`config.mk`:
```
export PLATFORM = sky130hd
export DESIGN_NAME = coin_acceptor_flat
export DESIGN_NICKNAME = d
export VERILOG_FILES = /design/src/rtl/coin_acceptor_if.sv /design/src/rtl/coin_acceptor.sv /design/src/flat_wrapper.sv
export SDC_FILE = /design/constraint.sdc
export NUM_CORES = 1
export LEC_CHECK = 0
export BUFFER_PORTS_ARGS = -buffer_cell sky130_fd_sc_hd__buf_2
export CAP_MARGIN = 20
export CORE_ASPECT_RATIO = 0.6
export CORE_MARGIN = 4
export CORE_UTILIZATION = 30
export CTS_CLUSTER_SIZE = 14
export DETAILED_ROUTE_END_ITERATION = 12
export PLACE_DENSITY = 0.46
export SLEW_MARGIN = 20
export SYNTH_ARGS = -nofsm -noshare
export SYNTH_HDL_FRONTEND = slang
export SYNTH_SLANG_ARGS = --single-unit
export TNS_END_PERCENT = 10
```
`constraint.sdc`:
```
create_clock -name clk -period 4.8 [get_ports clk]
set_input_delay 0.48 -clock clk [delete_from_list [all_inputs] [get_ports clk]]
set_output_delay 0.48 -clock clk [all_outputs]
set_load 0.01 [all_outputs]
```
`src/rtl/coin_acceptor_if.sv`:
```
// coin_acceptor_if: handshake between the coin acceptor and the coin dispenser.
//   disp     : acceptor -> dispenser, 1-cycle dispense request
//   change   : acceptor -> dispenser, amount to pay out (cents), held after disp
//   dispBusy : dispenser -> acceptor, dispenser busy level (status only)
//   dispDone : dispenser -> acceptor, 1-cycle completion pulse
// master = coin acceptor side, slave = dispenser side.
interface coin_acceptor_if;
    logic       disp;
    logic [9:0] change;
    logic       dispBusy;
    logic       dispDone;

    modport master (output disp, output change, input dispBusy, input dispDone);
    modport slave  (input disp, input change, output dispBusy, output dispDone);
endinterface

```
`src/rtl/coin_acceptor.sv`:
```
// coin_acceptor: counts coin-sensor edges into a credit register and resolves
// purchase/cancel requests against a price, handing change to the dispenser.
// Ports:
//   clk, rst_n                        : clock, synchronous active-low reset
//   coinQuarter/coinDime/coinNickel   : sensor levels, each rising edge is one coin
//   vend, cancel                      : request levels, acted on at rising edge
//   price                             : item price, latched on the vend edge
//   dsp (coin_acceptor_if.master)     : disp/change out, dispBusy/dispDone in
//   credit                            : accumulated credit
//   vendOk/insufficient/coinReject    : 1-cycle status pulses
//   busy                              : high whenever the FSM is not IDLE
module coin_acceptor #(
    parameter int QUARTER_VALUE = 25,
    parameter int DIME_VALUE    = 10,
    parameter int NICKEL_VALUE  = 5,
    parameter int MAX_CREDIT    = 1000
) (
    input  logic                   clk,
    input  logic                   rst_n,
    input  logic                   coinQuarter,
    input  logic                   coinDime,
    input  logic                   coinNickel,
    input  logic                   vend,
    input  logic                   cancel,
    input  logic [9:0]             price,
    coin_acceptor_if.master        dsp,
    output logic [9:0]             credit,
    output logic                   vendOk,
    output logic                   insufficient,
    output logic                   coinReject,
    output logic                   busy
);

    typedef enum logic [1:0] {IDLE, CHECK, REQ, WAIT_DONE} state_t;

    state_t     state;
    logic       prev_q, prev_d, prev_n, prev_v, prev_c;
    logic [9:0] price_q;
    logic [9:0] change_r;
    logic       disp_r;

    logic       q_rise, d_rise, n_rise, v_rise, c_rise, any_coin;
    logic [10:0] coin_sum, credit_sum;
    logic       coin_fits;
    logic [9:0] credit_new;

    assign q_rise   = coinQuarter & ~prev_q;
    assign d_rise   = coinDime    & ~prev_d;
    assign n_rise   = coinNickel  & ~prev_n;
    assign v_rise   = vend        & ~prev_v;
    assign c_rise   = cancel      & ~prev_c;
    assign any_coin = q_rise | d_rise | n_rise;

    // Simultaneous coin edges are summed and accepted or refused as one group.
    always_comb begin
        coin_sum   = (q_rise ? 11'(QUARTER_VALUE) : 11'd0)
                   + (d_rise ? 11'(DIME_VALUE)    : 11'd0)
                   + (n_rise ? 11'(NICKEL_VALUE)  : 11'd0);
        credit_sum = {1'b0, credit} + coin_sum;
        coin_fits  = (credit_sum <= 11'(MAX_CREDIT));
        // credit_sum never exceeds MAX_CREDIT (<= 1023) when it fits
        credit_new = coin_fits ? credit_sum[9:0] : credit;
    end

    assign dsp.disp   = disp_r;
    assign dsp.change = change_r;

    always_ff @(posedge clk) begin
        if (!rst_n) begin
            state        <= IDLE;
            prev_q       <= 1'b0;
            prev_d       <= 1'b0;
            prev_n       <= 1'b0;
            prev_v       <= 1'b0;
            prev_c       <= 1'b0;
            price_q      <= '0;
            change_r     <= '0;
            disp_r       <= 1'b0;
            credit       <= '0;
            vendOk       <= 1'b0;
            insufficient <= 1'b0;
            coinReject   <= 1'b0;
            busy         <= 1'b0;
        end else begin
            // edge trackers follow the inputs in every state
            prev_q       <= coinQuarter;
            prev_d       <= coinDime;
            prev_n       <= coinNickel;
            prev_v       <= vend;
            prev_c       <= cancel;
            vendOk       <= 1'b0;
            insufficient <= 1'b0;
            coinReject   <= 1'b0;
            disp_r       <= 1'b0;

            case (state)
                IDLE: begin
                    if (any_coin && !coin_fits)
                        coinReject <= 1'b1;
                    // cancel wins over vend; same-cycle coins join the refund
                    if (c_rise && credit_new != 10'd0) begin
                        change_r <= credit_new;
                        credit   <= '0;
                        state    <= REQ;
                        busy     <= 1'b1;
                    end else begin
                        credit <= credit_new;
                        if (v_rise && !c_rise) begin
                            price_q <= price;
                            state   <= CHECK;
                            busy    <= 1'b1;
                        end
                    end
                end
                CHECK: begin
                    coinReject <= any_coin;
                    if (credit >= price_q) begin
                        vendOk   <= 1'b1;
                        change_r <= credit - price_q;
                        credit   <= '0;
                        if (credit != price_q) begin
                            state <= REQ;
                        end else begin
                            state <= IDLE;
                            busy  <= 1'b0;
                        end
                    end else begin
                        insufficient <= 1'b1;
                        state        <= IDLE;
                        busy         <= 1'b0;
                    end
                end
                REQ: begin
                    // disp was low last cycle, so the dispenser sees a clean rise
                    coinReject <= any_coin;
                    disp_r     <= 1'b1;
                    state      <= WAIT_DONE;
                end
                WAIT_DONE: begin
                    coinReject <= any_coin;
                    if (dsp.dispDone) begin
                        state <= IDLE;
                        busy  <= 1'b0;
                    end
                end
                default: begin
                    state <= IDLE;
                    busy  <= 1'b0;
                end
            endcase
        end
    end

endmodule

```
`src/flat_wrapper.sv`:
```
// flat-port wrapper written by rule: the top's interface ports become plain ports
module coin_acceptor_flat 
#(
    parameter int QUARTER_VALUE = 25,
    parameter int DIME_VALUE    = 10,
    parameter int NICKEL_VALUE  = 5,
    parameter int MAX_CREDIT    = 1000
)
  (clk, rst_n, coinQuarter, coinDime, coinNickel, vend, cancel, price, credit, vendOk, insufficient, coinReject, busy, dsp_disp, dsp_change, dsp_dispBusy, dsp_dispDone);
  coin_acceptor_if dsp_i ();
  input  logic clk;
  input  logic rst_n;
  input  logic coinQuarter;
  input  logic coinDime;
  input  logic coinNickel;
  input  logic vend;
  input  logic cancel;
  input  logic [9:0] price;
  output logic [9:0] credit;
  output logic vendOk;
  output logic insufficient;
  output logic coinReject;
  output logic busy;
  output wire logic [$bits(dsp_i.disp)-1:0] dsp_disp;
  output wire logic [$bits(dsp_i.change)-1:0] dsp_change;
  input wire logic [$bits(dsp_i.dispBusy)-1:0] dsp_dispBusy;
  input wire logic [$bits(dsp_i.dispDone)-1:0] dsp_dispDone;
  assign dsp_disp = dsp_i.disp;
  assign dsp_change = dsp_i.change;
  assign dsp_i.dispBusy = dsp_dispBusy;
  assign dsp_i.dispDone = dsp_dispDone;
  coin_acceptor #(.QUARTER_VALUE(QUARTER_VALUE), .DIME_VALUE(DIME_VALUE), .NICKEL_VALUE(NICKEL_VALUE), .MAX_CREDIT(MAX_CREDIT)) u_core (.clk(clk), .rst_n(rst_n), .coinQuarter(coinQuarter), .coinDime(coinDime), .coinNickel(coinNickel), .vend(vend), .cancel(cancel), .price(price), .dsp(dsp_i), .credit(credit), .vendOk(vendOk), .insufficient(insufficient), .coinReject(coinReject), .busy(busy));
endmodule
```
# After elaboration in Yosys (flattened, before gate mapping)
# Index checks and enable logic that the tools add are counted.
# W data, S select, Z words.
dict set report classes {
  bitwise 13
  n_eq_ne 9
  n_addsub 4
  n_mux 27
  n_reduce_logical 16
  n_lt_le_gt_ge 2
}
# op n
set op_table {}
lappend op_table {{$mux W10} 5}
lappend op_table {{$pmux W10 S2} 2}
lappend op_table {{$add A11 B11 Y11} 2}
lappend op_table {{$add A10 B11 Y11} 1}
lappend op_table {{$le A11 B10 Y1 const B} 1}
lappend op_table {{$ge A10 B10 Y1} 1}
lappend op_table {{$mux W2} 5}
lappend op_table {{$ne A10 B10 Y1} 1}
lappend op_table {{$reduce_bool A10 Y1} 1}
lappend op_table {{$sub A10 B10 Y10} 1}
lappend op_table {{$mux W1} 9}
lappend op_table {{$pmux W2 S4} 1}
lappend op_table {{$not A1 Y1} 6}
lappend op_table {{$reduce_and A2 Y1} 3}
lappend op_table {{$reduce_and A3 Y1} 2}
lappend op_table {{$and A1 B1 Y1} 5}
lappend op_table {{$mux W5} 1}
lappend op_table {{$eq A2 B2 Y1 const B} 2}
lappend op_table {{$mux W4} 1}
lappend op_table {{$ne A2 B1 Y1 const B} 2}
lappend op_table {{$reduce_and A4 Y1} 1}
lappend op_table {{$logic_and A1 B1 Y1} 3}
lappend op_table {{$mux W3} 1}
lappend op_table {{$ne A3 B1 Y1 const B} 1}
lappend op_table {{other kinds (11)} 13}
dict set report totals {
  ff_bits 42
  in_bits 19
  elab_cells 85
  out_inout_bits 25
}

# Logic depth before layout (Yosys ltp)
# Gate-level depths: netlist (run 1).
dict set report depth {
  word_depth 12
  mapped_depth 16
  ltp_nobuf 14
}

# Worst setup path after synthesis (run 1)
# OpenSTA, ideal clock, no wires.
dict set report synth_path {
  path_kind {input port to flip-flop}
  from {input coinQuarter}
  to {register u_core.change_r[5], in the netlist u_core.dsp.change[5]}
  setup_time_ns 0.126
  cell_stages 16
  required_ns 4.674
  path_slack_ns 1.230
  path_buffers 2
  arrival_time_ns 3.444
  cell_sequence {nor2b_1 clkbuf_1 xor2_1 ha_1 a21o_1 ha_1 fa_1 a211oi_2 o21bai_1 a221oi_2 nor4b_4 a31o_2 nor2_4 buf_6 o21ai_0 a31oi_1}
}
dict set report synth_via {
  elab_chain_cells 11
  elab_cells_between_ends 13
  classes_between {3 x add/sub; 1 x order compare; 1 x eq/ne; 4 x mux; 1 x bitwise; 3 x reduce/logical}
}
# element line
set synth_rtl {}
lappend synth_rtl {{start, declared} flat_wrapper.sv:13} ;# input logic coinQuarter;
lappend synth_rtl {{$and A1 B1 Y1 *} coin_acceptor.sv:47} ;# assign q_rise = coinQuarter & ~prev_q;
lappend synth_rtl {{$mux W5 *} coin_acceptor.sv:56} ;# coin_sum = (q_rise ? 11'(QUARTER_VALUE) : 11'd0)
lappend synth_rtl {{$add A11 B11 Y11 *} coin_acceptor.sv:57} ;# + (d_rise ? 11'(DIME_VALUE) : 11'd0)
lappend synth_rtl {{$add A11 B11 Y11 *} coin_acceptor.sv:58} ;# + (n_rise ? 11'(NICKEL_VALUE) : 11'd0);
lappend synth_rtl {{$add A10 B11 Y11 *} coin_acceptor.sv:59} ;# credit_sum = {1'b0, credit} + coin_sum;
lappend synth_rtl {{$le A11 B10 Y1} coin_acceptor.sv:60} ;# coin_fits = (credit_sum <= 11'(MAX_CREDIT));
lappend synth_rtl {{$mux W10 *} coin_acceptor.sv:62} ;# credit_new = coin_fits ? credit_sum[9:0] : credit;
lappend synth_rtl {{$reduce_bool A10 Y1} coin_acceptor.sv:101} ;# if (c_rise && credit_new != 10'd0) begin
lappend synth_rtl {{$logic_and A1 B1 Y1} coin_acceptor.sv:101}
lappend synth_rtl {{$ne A2 B1 Y1 (no source line)} -}
lappend synth_rtl {{$reduce_and A3 Y1 (no source line)} -}
lappend synth_rtl {{end signal, assigned} coin_acceptor.sv:102} ;# change_r <= credit_new;
lappend synth_rtl {{end signal, assigned} coin_acceptor.sv:119} ;# change_r <= credit - price_q;
lappend synth_rtl {{end, declared} coin_acceptor.sv:39} ;# logic [9:0] change_r;
# Every way passes the cells marked *; elsewhere a longest branch is shown, timed or not. The select of a mux whose other input is x is not followed.
# A chain may end at the register's enable or synchronous reset.

# Worst setup path after layout (run 1)
dict set report layout_path {
  from {register u_core.prev_n}
  to {register u_core.change_r[4], in the netlist u_core.dsp.change[4]}
}
dict set report layout_via {
  elab_chain_cells 11
  elab_cells_between_ends 13
  classes_between {2 x add/sub; 1 x order compare; 1 x eq/ne; 4 x mux; 2 x bitwise; 3 x reduce/logical}
}
# element line
set layout_rtl {}
lappend layout_rtl {{start, declared} coin_acceptor.sv:37} ;# logic prev_q, prev_d, prev_n, prev_v, prev_c;
lappend layout_rtl {{start signal, assigned} coin_acceptor.sv:88} ;# prev_n <= coinNickel;
lappend layout_rtl {{$not A1 Y1 *} coin_acceptor.sv:49} ;# assign n_rise = coinNickel & ~prev_n;
lappend layout_rtl {{$and A1 B1 Y1 *} coin_acceptor.sv:49}
lappend layout_rtl {{$mux W3 *} coin_acceptor.sv:58}
lappend layout_rtl {{$add A11 B11 Y11 *} coin_acceptor.sv:58}
lappend layout_rtl {{$add A10 B11 Y11 *} coin_acceptor.sv:59}
lappend layout_rtl {{$le A11 B10 Y1} coin_acceptor.sv:60}
lappend layout_rtl {{$mux W10 *} coin_acceptor.sv:62}
lappend layout_rtl {{$reduce_bool A10 Y1} coin_acceptor.sv:101}
lappend layout_rtl {{$logic_and A1 B1 Y1} coin_acceptor.sv:101}
lappend layout_rtl {{$ne A2 B1 Y1 (no source line)} -}
lappend layout_rtl {{$reduce_and A3 Y1 (no source line)} -}
# Marks and branches as above.

==> summary.txt, run 1 <==
Status
  • Status: complete, no violations

Final layout
  • Ratio of cells with drive above 1 in the final layout: 0.194
  • Fin nets: 406
  • Filler Cell Count: 973
  • Post-Layout Cell Count: 496
  • Diodes inserted: 0
  • P&R area growth vs syn: 17.6%
  • Most frequent cells in the layout: nor2_1, buf_2, dfxtp_1
  • Utilization after layout: 0.360

Setup path
  • Crit-path max FO: 6
  • WP data arrival: 4.01 ns
  • Startpoint Class: flop
  • RR Startpoint: u_core.prev_n
  • Req. time, crit path: 4.96 ns
  • Nature of the critical path endpoint: flop
  • Crit Path Class: reg2reg
  • Critical Path Start: u_core.prev_n

GRT
  • First-pass GRT wire length: 13,100 µm
  • Gr usage total: 0.150
  • Vias in the first global route: 2,309
  • Initial antenna violation count: 0
  • Global route overflow: 0
  • Largest net degree at the start of global routing: 29

Drt
  • DRT iter0 DRCs: 101
  • Drt pass-1 iters: 5
  • # DRC: 0
  • Post-DRT Antenna Nets: 0
  • Wirelength, routed: 8200 µm
  • Vias: 2,467
  • Drt wl/cell: 16.5 µm
  • Via/cell ratio: 4.97

Pwr
  • Total power: 1.51 mW
  • Static Leak: 1.42 nW
  • Worst VDD drop: 0.000151 V
  • Power Density: 457 mW/mm²

Die
  • Die ar.: 0.0110 mm²
  • Io pins: 44
  • Core Area: 0.00916 mm²
  • Die span in y: 82.9 µm
  • Starting Density: 0.306
  • Site Rows: 27
  • Die Span X: 133 µm

Synth
  • Post-Syn Instances: 327
  • Share of flip-flops with an asynchronous set or reset: 0
  • Number of synthesized register bits: 42
  • Post-synth cell types: 59
  • Yosys warns: 0
  • Synth Flop Type: dfxtp_1
  • Sequential element share of the synthesized area: 0.300
  • Post-Synthesis Cell Area: 0.00280 mm²
  • Syn nets: 368
  • EDFF count, synth: 0
  • Post-Syn Area per Cell: 8.57 µm²

Timing
  • Final hold vios: 0
  • Setup violators final: 0
  • Setup TNS: 0 ns
  • Clk_skew: 0.00423 ns
  • FMAX: 0.259 GHz
  • Fin crit share: 0.804
  • Worst slew margin: 0.517
  • Final slew viol count: 0
  • RSZ-0062 raised after global routing: false
  • Worst hold slack: 0.402 ns
  • Slew @ Worst Pin: 0.724 ns
  • Minimum clock period: 3.86 ns

CTS
  • Post-CTS Setup Inserts: 0
  • CTS root buffer: clkbuf_16
  • Number of gates resized after cts: 0
  • Clock Tree Buf Depth: 2
  • Skew-Pair Late Insertion Delay: 0.29 ns
  • Worst-path clk slew: 0.06 ns
  • CTS Buf Count: 5
  • CTS tree: yes
  • Hold_buf cts: 0
  • CTS H-tree lvls: 2
  • Clock sinks: 42

Worst hold path
  • HP Class: in2reg
  • Worst Hold Launch: coinDime

Run
  • Max-cap violations: 0

Placed design
  • Hpwl dp: 6460 µm
  • Placer Congestion: 0.807
  • Port Buffers: 42
  • Placed cells: 488
## through the flow
step | setup WS (ns) | cell area [µm²]
2_1_floorplan | 1.23 | 2800
3_3_place_gp | 0.699 | 3130
4_1_cts | 0.936 | 3300
3_5_place_dp | 0.668 | 3130
5_1_grt | 0.641 | 3300
6_report | 0.942 | 3300
## kinds of logic after synthesis
group	share of synthesized area
AOI/OAI and AO/OA	0.249
xor gates and xnor gates	0.0281
adders and majority gates	0.104
buffers and inverters	0.0410
DFF	0.300
muxes	0.0544
and+or+nand+nor	0.224
## worst paths after layout
path	endpoint	slack, ns	cells after the start
worst max-delay path	u_core.dsp.change[4]	0.94	14
worst min-delay path	u_core.prev_d	0.40	2
worst max register to register	u_core.dsp.change[4]	0.94	14
worst min register to register	u_core.dsp.change[4]	0.48	2
## Yosys cell counts, types with 4 or more instances
| cell type | number | area share |
|---|---|---|
| nand2_1 | 15 | 0.020 |
| inv_1 | 14 | 0.019 |
| nor2_1 | 42 | 0.056 |
| o22ai_1 | 4 | 0.0089 |
| xnor2_1 | 4 | 0.012 |
| nand2b_1 | 5 | 0.011 |
| buf_2 | 5 | 0.0089 |
| and2_1 | 7 | 0.016 |
| nand3_1 | 6 | 0.011 |
| ha_1 | 20 | 0.089 |
| o21ai_0 | 13 | 0.023 |
| mux2i_1 | 13 | 0.046 |
| nor2b_1 | 18 | 0.040 |
| a22o_1 | 5 | 0.016 |
| clkbuf_1 | 6 | 0.0080 |
| dfxtp_1 | 42 | 0.30 |
| xor2_1 | 5 | 0.016 |
| a21oi_1 | 20 | 0.036 |
| o21a_1 | 4 | 0.011 |
| nor3_1 | 14 | 0.025 |
## critical path: stages (launching register included)
cell and delay (ns):
dfxtp_1 0.30, nor2b_1 0.27, xor2_1 0.13, ha_1 0.19
a21o_1 0.15, ha_1 0.21, fa_1 0.48, a211oi_2 0.32
nor2_1 0.11, nor2_1 0.30, o2111ai_4 0.25, o21ai_4 0.26
mux2_1 0.36, a21oi_1 0.26, o22ai_1 0.13
## report_power, final
group          leakage (nW)  switching (mW)  internal [mW]
logic                 0.990           0.391          0.275
clock network        0.0842           0.148          0.246
registers             0.344          0.0460          0.402
## sequential cells by signal, indices dropped and copies added, names as in the netlist
register	count
u_core.prev_q	1
u_core.vendOk	1
u_core.prev_d	1
u_core.prev_n	1
u_core.state	2
u_core.busy	1
u_core.dsp.change	10
u_core.dsp.disp	1
u_core.prev_c	1
u_core.prev_v	1
u_core.coinReject	1
u_core.insufficient	1
u_core.credit	10
u_core.price_q	10
## routing by layer
layer / up-vias / global-route usage / part of all wire
met1: 1119 / 0.257 / 0.58
met5: - / 0 / 0
li1: 1268 / - / -
met2: 73 / 0.175 / 0.34
met4: 0 / 0.0292 / 0.0080
met3: 7 / 0.0369 / 0.074
## final cells by class
| cell class | instances | area [µm²] | area share |
|---|---|---|---|
| Clock buffer | 5 | 125 | 0.0379 |
| Clock inverter | 3 | 43.8 | 0.0133 |
| Inverter | 14 | 52.6 | 0.0159 |
| Multi-Input combinational cell | 258 | 1850 | 0.560 |
| Sequential cell | 42 | 841 | 0.255 |
| Tap cell | 130 | 163 | 0.0493 |
| Timing Repair Buffer | 44 | 225 | 0.0683 |
Note: power is estimated with default switching activity, not from simulation.
==> run 2: changes to the inputs <==
Settings changed: PLACE_DENSITY 0.46 to 0.47.
Clock period 4.8 ns to 3.1 ns, I/O delays scaled along.
==> summary.txt, run 2 (synthesis results as in run 1) <==
Placed design
  • Placed cells: 529
  • Placer Congestion: 0.818
  • Hpwl dp: 6710 µm
  • Cell Area, Placed: 0.00345 mm²
  • Port Buffers: 42

Drt
  • Drt pass-1 iters: 4
  • Vias: 2,723
  • DRT iter0 DRCs: 178
  • Post-DRT Antenna Nets: 0
  • # DRC: 0
  • Wirelength, routed: 8630 µm
  • Drt wl/cell: 15.8 µm
  • Via/cell ratio: 5.00

Timing
  • Slew @ Worst Pin: 0.768 ns
  • Final hold vios: 0
  • Setup violators final: 14
  • Clk_skew: 0.00624 ns
  • Fin crit share: 1.02
  • FMAX: 0.318 GHz
  • Minimum clock period: 3.15 ns
  • Worst slew margin: 0.487
  • Setup TNS: -0.403 ns
  • RSZ-0062 raised after global routing: true
  • Fin worst setup slack: -0.0475 ns
  • Final slew viol count: 0

Setup path
  • Crit Path Class: reg2reg
  • Nature of the critical path endpoint: flop
  • Crit-path max FO: 4
  • Worst path most repeated cell: o21ai_4
  • Worst path slowest cell: or4b_4
  • WP data arrival: 3.33 ns
  • Worst path top cell family by delay: compound AO/OA/AOI/OAI gates
  • Req. time, crit path: 3.28 ns
  • CP Cell Sequence: nor2b_4 > buf_4 > xor2_1 > ha_1 > a21o_1 > ha_4 > o21ai_4 > or4b_4 > o311ai_4 > o2111ai_4 > o21ai_4 > mux2_4 > a21oi_2 > o22ai_1
  • WP buf/inv: 1
  • Startpoint Class: flop
  • Delay of the slowest critical-path stage: 0.50 ns

Final layout
  • Post-Layout Cell Count: 545
  • Reg area: 843 µm²
  • Final Cell Area: 0.00386 mm²
  • Diodes inserted: 0
  • P&R area growth vs syn: 37.8%
  • Ratio of cells with drive above 1 in the final layout: 0.349
  • Most frequent cells in the layout: buf_4, buf_2, dfxtp_1
  • Fin nets: 455
  • Multi-input gate area: 0.00201 mm²
  • Leading cell type in the layout, fill and taps excluded: buf_4
  • Filler Cell Count: 939

Die
  • Site Rows: 27
  • Starting Density: 0.306
  • Io pins: 44
  • Core Area: 0.00916 mm²
  • Die ar.: 0.0110 mm²
  • Die span in y: 82.9 µm
  • Die Span X: 133 µm

Pwr
  • Power Density: 709 mW/mm²
  • Worst VDD drop: 0.000290 V
  • Total power: 2.74 mW
  • Static Leak: 1.71 nW

CTS
  • Skew-Pair Late Insertion Delay: 0.29 ns
  • CTS Buf Count: 5
  • CTS root buffer: clkbuf_16
  • Clock sinks: 42
  • Worst-path clk slew: 0.06 ns
  • CTS tree: yes
  • Clock Tree Buf Depth: 2
  • CTS H-tree lvls: 2

GRT
  • Largest net degree at the start of global routing: 28
  • Vias in the first global route: 2,671
  • Gr usage total: 0.160
  • First-pass GRT wire length: 14,200 µm
  • Initial antenna violation count: 0
  • Global route overflow: 0

Status
  • Violated checks: negative setup slack
  • Status: finished, violations left

Worst hold path
  • HP Class: in2reg

Run
  • Max-cap violations: 0
==> run 2: cell types whose count changed in the layout (fill, tap and decap cells not counted), moves of 4 or more <==
cell	before	now
buf_4	2	48
nor2_1	42	36
a21oi_1	20	16
ha_1	20	16
nor2_2	0	6
==> run 2: per-stage QoR <==
stage	hold WS, ns	setup WS (ns)	util
CTS	0.232	-0.0775	0.412
detailed placement	0.465	-0.439	0.377
global placement	0.472	-0.361	0.377
floorplan	0.432	-0.162	-
finish	0.232	-0.0475	0.422
global route	0.240	-0.220	0.422
==> run 2: power by group <==
part	internal, mW	switching, mW
clock	0.484	0.226
combinational	0.631	0.713
sequential	0.623	0.0606
total	1.74	0.999
==> run 2: repair_timing <==
action,4_1_cts,5_1_grt
gates resized for setup,19,17
pin swaps,12,14
hold buffers,0,0
gates cloned,1,0
setup buffers,5,2
endpoints found under the setup margin,20,22
==> run 2: path summary, 6_finish.rpt <==
kind | slack [ns] | start | endpoint | depth (start not counted)
worst max-delay path | -0.05 | u_core.prev_q | u_core.dsp.change[2] | 14
worst min-delay path | 0.23 | cancel | u_core.prev_c | 2
worst max register to register | -0.05 | u_core.prev_q | u_core.dsp.change[2] | 14
worst min register to register | 0.47 | u_core.busy | u_core.busy | 2
==> run 2: routing by layer <==
layer,global-route usage,share of wire
met4,0.0217,0.0046
met3,0.0369,0.051
met2,0.213,0.38
met5,0,0
met1,0.258,0.57
==> run 2: final cells by class <==
| class | instances | area share |
|---|---|---|
| clock buffer | 6 | 0.0360 |
| inverter | 14 | 0.0136 |
| tap | 130 | 0.0421 |
| multi-input combinational | 259 | 0.521 |
| sequential | 42 | 0.218 |
| clock inverter | 2 | 0.0155 |
| timing repair buffer | 92 | 0.154 |
==> run 3: changes to the inputs <==
Settings changed: CELL_PAD_IN_SITES_DETAIL_PLACEMENT from default to 1, CELL_PAD_IN_SITES_GLOBAL_PLACEMENT from default to 2, PLACE_DENSITY 0.47 to 0.72.
==> summary.txt, run 3 (synthesis results as in run 1) <==
Die
  • Starting Density: 0.306
  • Die span in y: 82.9 µm
  • Die ar.: 0.0110 mm²
  • Site Rows: 27
  • Die Span X: 133 µm
  • Io pins: 44
  • Core Area: 0.00916 mm²

Drt
  • Drt wl/cell: 17.3 µm
  • Vias: 2,752
  • Met2 WL post-DR: 3810 µm
  • Post-DRT Antenna Nets: 0
  • Drt pass-1 iters: 4
  • DRT iter0 DRCs: 110
  • Via/cell ratio: 5.05
  • DR top layer: met4
  • Wirelength, routed: 9410 µm
  • # DRC: 0
  • Met3 routed WL: 458 µm
  • Met1 wire length: 5070 µm

CTS
  • CTS H-tree lvls: 2
  • Hold_buf cts: 0
  • Worst-path clk slew: 0.06 ns
  • CTS root buffer: clkbuf_16
  • CTS Buf Count: 5
  • Clock sinks: 42
  • Clock Tree Buf Depth: 2
  • CTS tree: yes
  • Skew-Pair Late Insertion Delay: 0.29 ns

Status
  • Status: finished, violations left
  • Violated checks: negative setup slack

Run
  • Max-cap violations: 0

Timing
  • Worst hold slack: 0.226 ns
  • Final hold vios: 0
  • Setup violators final: 18
  • Fin worst setup slack: -0.144 ns
  • Final slew viol count: 0
  • Fin crit share: 1.05
  • Slew @ Worst Pin: 0.865 ns
  • Worst slew margin: 0.422
  • FMAX: 0.308 GHz
  • Minimum clock period: 3.24 ns
  • Clk_skew: 0.00469 ns
  • RSZ-0062 raised after global routing: true

Setup path
  • Worst path slowest cell: fa_2
  • WP data arrival: 3.48 ns
  • WP buf/inv: 2
  • Startpoint Class: flop
  • R2r setup slk: -0.14 ns
  • RR Startpoint: u_core.prev_n
  • Req. time, crit path: 3.34 ns
  • Crit Path Class: reg2reg
  • CP Cell Sequence: nor2b_4 > xor2_1 > ha_2 > a21o_1 > ha_4 > fa_2 > a211oi_4 > o21bai_1 > a221oi_2 > nor4b_4 > buf_4 > a21oi_4 > nor2_2 > buf_6 > a22o_1
  • Crit-path max FO: 6
  • Delay of the slowest critical-path stage: 0.40 ns
  • FF-to-FF path depth: 15
  • Worst path top cell family by delay: compound AO/OA/AOI/OAI gates
  • Nature of the critical path endpoint: flop
  • Reg2reg end: u_core.credit[0]

Final layout
  • Ratio of cells with drive above 1 in the final layout: 0.352
  • Most frequent cells in the layout: buf_4, buf_2, dfxtp_1
  • Final Cell Area: 0.00383 mm²
  • Fin nets: 455
  • Diodes inserted: 0
  • P&R area growth vs syn: 36.6%
  • Leading cell type in the layout, fill and taps excluded: buf_4
  • Filler Cell Count: 1,085

GRT
  • Initial antenna violation count: 0
  • Gr usage total: 0.174
  • Global route overflow: 0
  • Largest net degree at the start of global routing: 28
  • Vias in the first global route: 2,809
  • First-pass GRT wire length: 15,300 µm

Worst hold path
  • WHS Path Cells: 2
  • HP Class: in2reg
  • Worst Hold Launch: coinDime
  • Hold Path End: u_core.prev_d

Pwr
  • Worst VDD drop: 0.000256 V
  • Static Leak: 1.69 nW
  • Power Density: 678 mW/mm²

Placed design
  • Port Buffers: 42
  • Placer Congestion: 0.788
  • Hpwl dp: 7370 µm
  • Cell Area, Placed: 0.00346 mm²
  • Setup slack after placement: -0.464 ns
[run 3: cell type report]
| type | count | area, µm² | share of cell area |
|---|---|---|---|
| multi-input combinational | 259 | 2030 | 0.529 |
| sequential | 42 | 843 | 0.220 |
| timing repair buffer | 92 | 597 | 0.156 |
| tap | 130 | 163 | 0.0425 |
| clock buffer | 7 | 143 | 0.0372 |
| inverter | 14 | 52.6 | 0.0137 |
| clock inverter | 1 | 5.00 | 0.00131 |
[run 3: how the worst max path moves through the flow]
stage,endpoint,cells after the start,startpoint
after floorplan,u_core.dsp.change[9],16,coinQuarter
after global placement,u_core.dsp.change[4],15,coinQuarter
after detailed placement,u_core.credit[0],16,coinQuarter
after CTS,u_core.busy,14,u_core.prev_q
after global routing,u_core.credit[0],15,u_core.prev_q
final,u_core.credit[0],15,u_core.prev_n
[run 3: timing repair]
action,in CTS,in global routing
cloned,1,0
pin swaps,15,12
resized for setup,28,11
setup endpoints to repair,21,22
setup buffers,5,0
[run 3: layer usage]
layer | vias to the layer above | global-route usage
met5 | - | 0
met4 | 0 | 0.0396
met3 | 7 | 0.0430
met2 | 60 | 0.242
met1 | 1329 | 0.266
li1 | 1356 | -
[run 3: power by group]
| group | switching, mW | leakage [nW] | internal, mW |
|---|---|---|---|
| Combinational | 0.734 | 1.28 | 0.626 |
| Sequential | 0.0625 | 0.344 | 0.623 |
| Clock | 0.229 | 0.0739 | 0.320 |
[run 3: metrics by stage]
stage | TNS, ns | power (mW) | util | std cells
2_1_floorplan | -1.68 | 1.46 | - | 327
3_3_place_gp | -5.33 | 1.87 | 0.378 | 531
3_5_place_dp | -7.32 | 1.89 | 0.378 | 531
4_1_cts | -1.07 | 2.58 | 0.413 | 545
5_1_grt | -5.39 | 2.78 | 0.418 | 545
6_report | -1.83 | 2.59 | 0.418 | 545
[run 3: worst register-to-register path: cells and delay by family, from the launching register on]
family	cells	cell delay, ns
xor gates and xnor gates	1	0.16
adders and majority gates	3	0.75
and+or+nand+nor	3	0.47
buffers and inverters	2	0.30
AOI/OAI and AO/OA	6	1.16
DFF	1	0.34
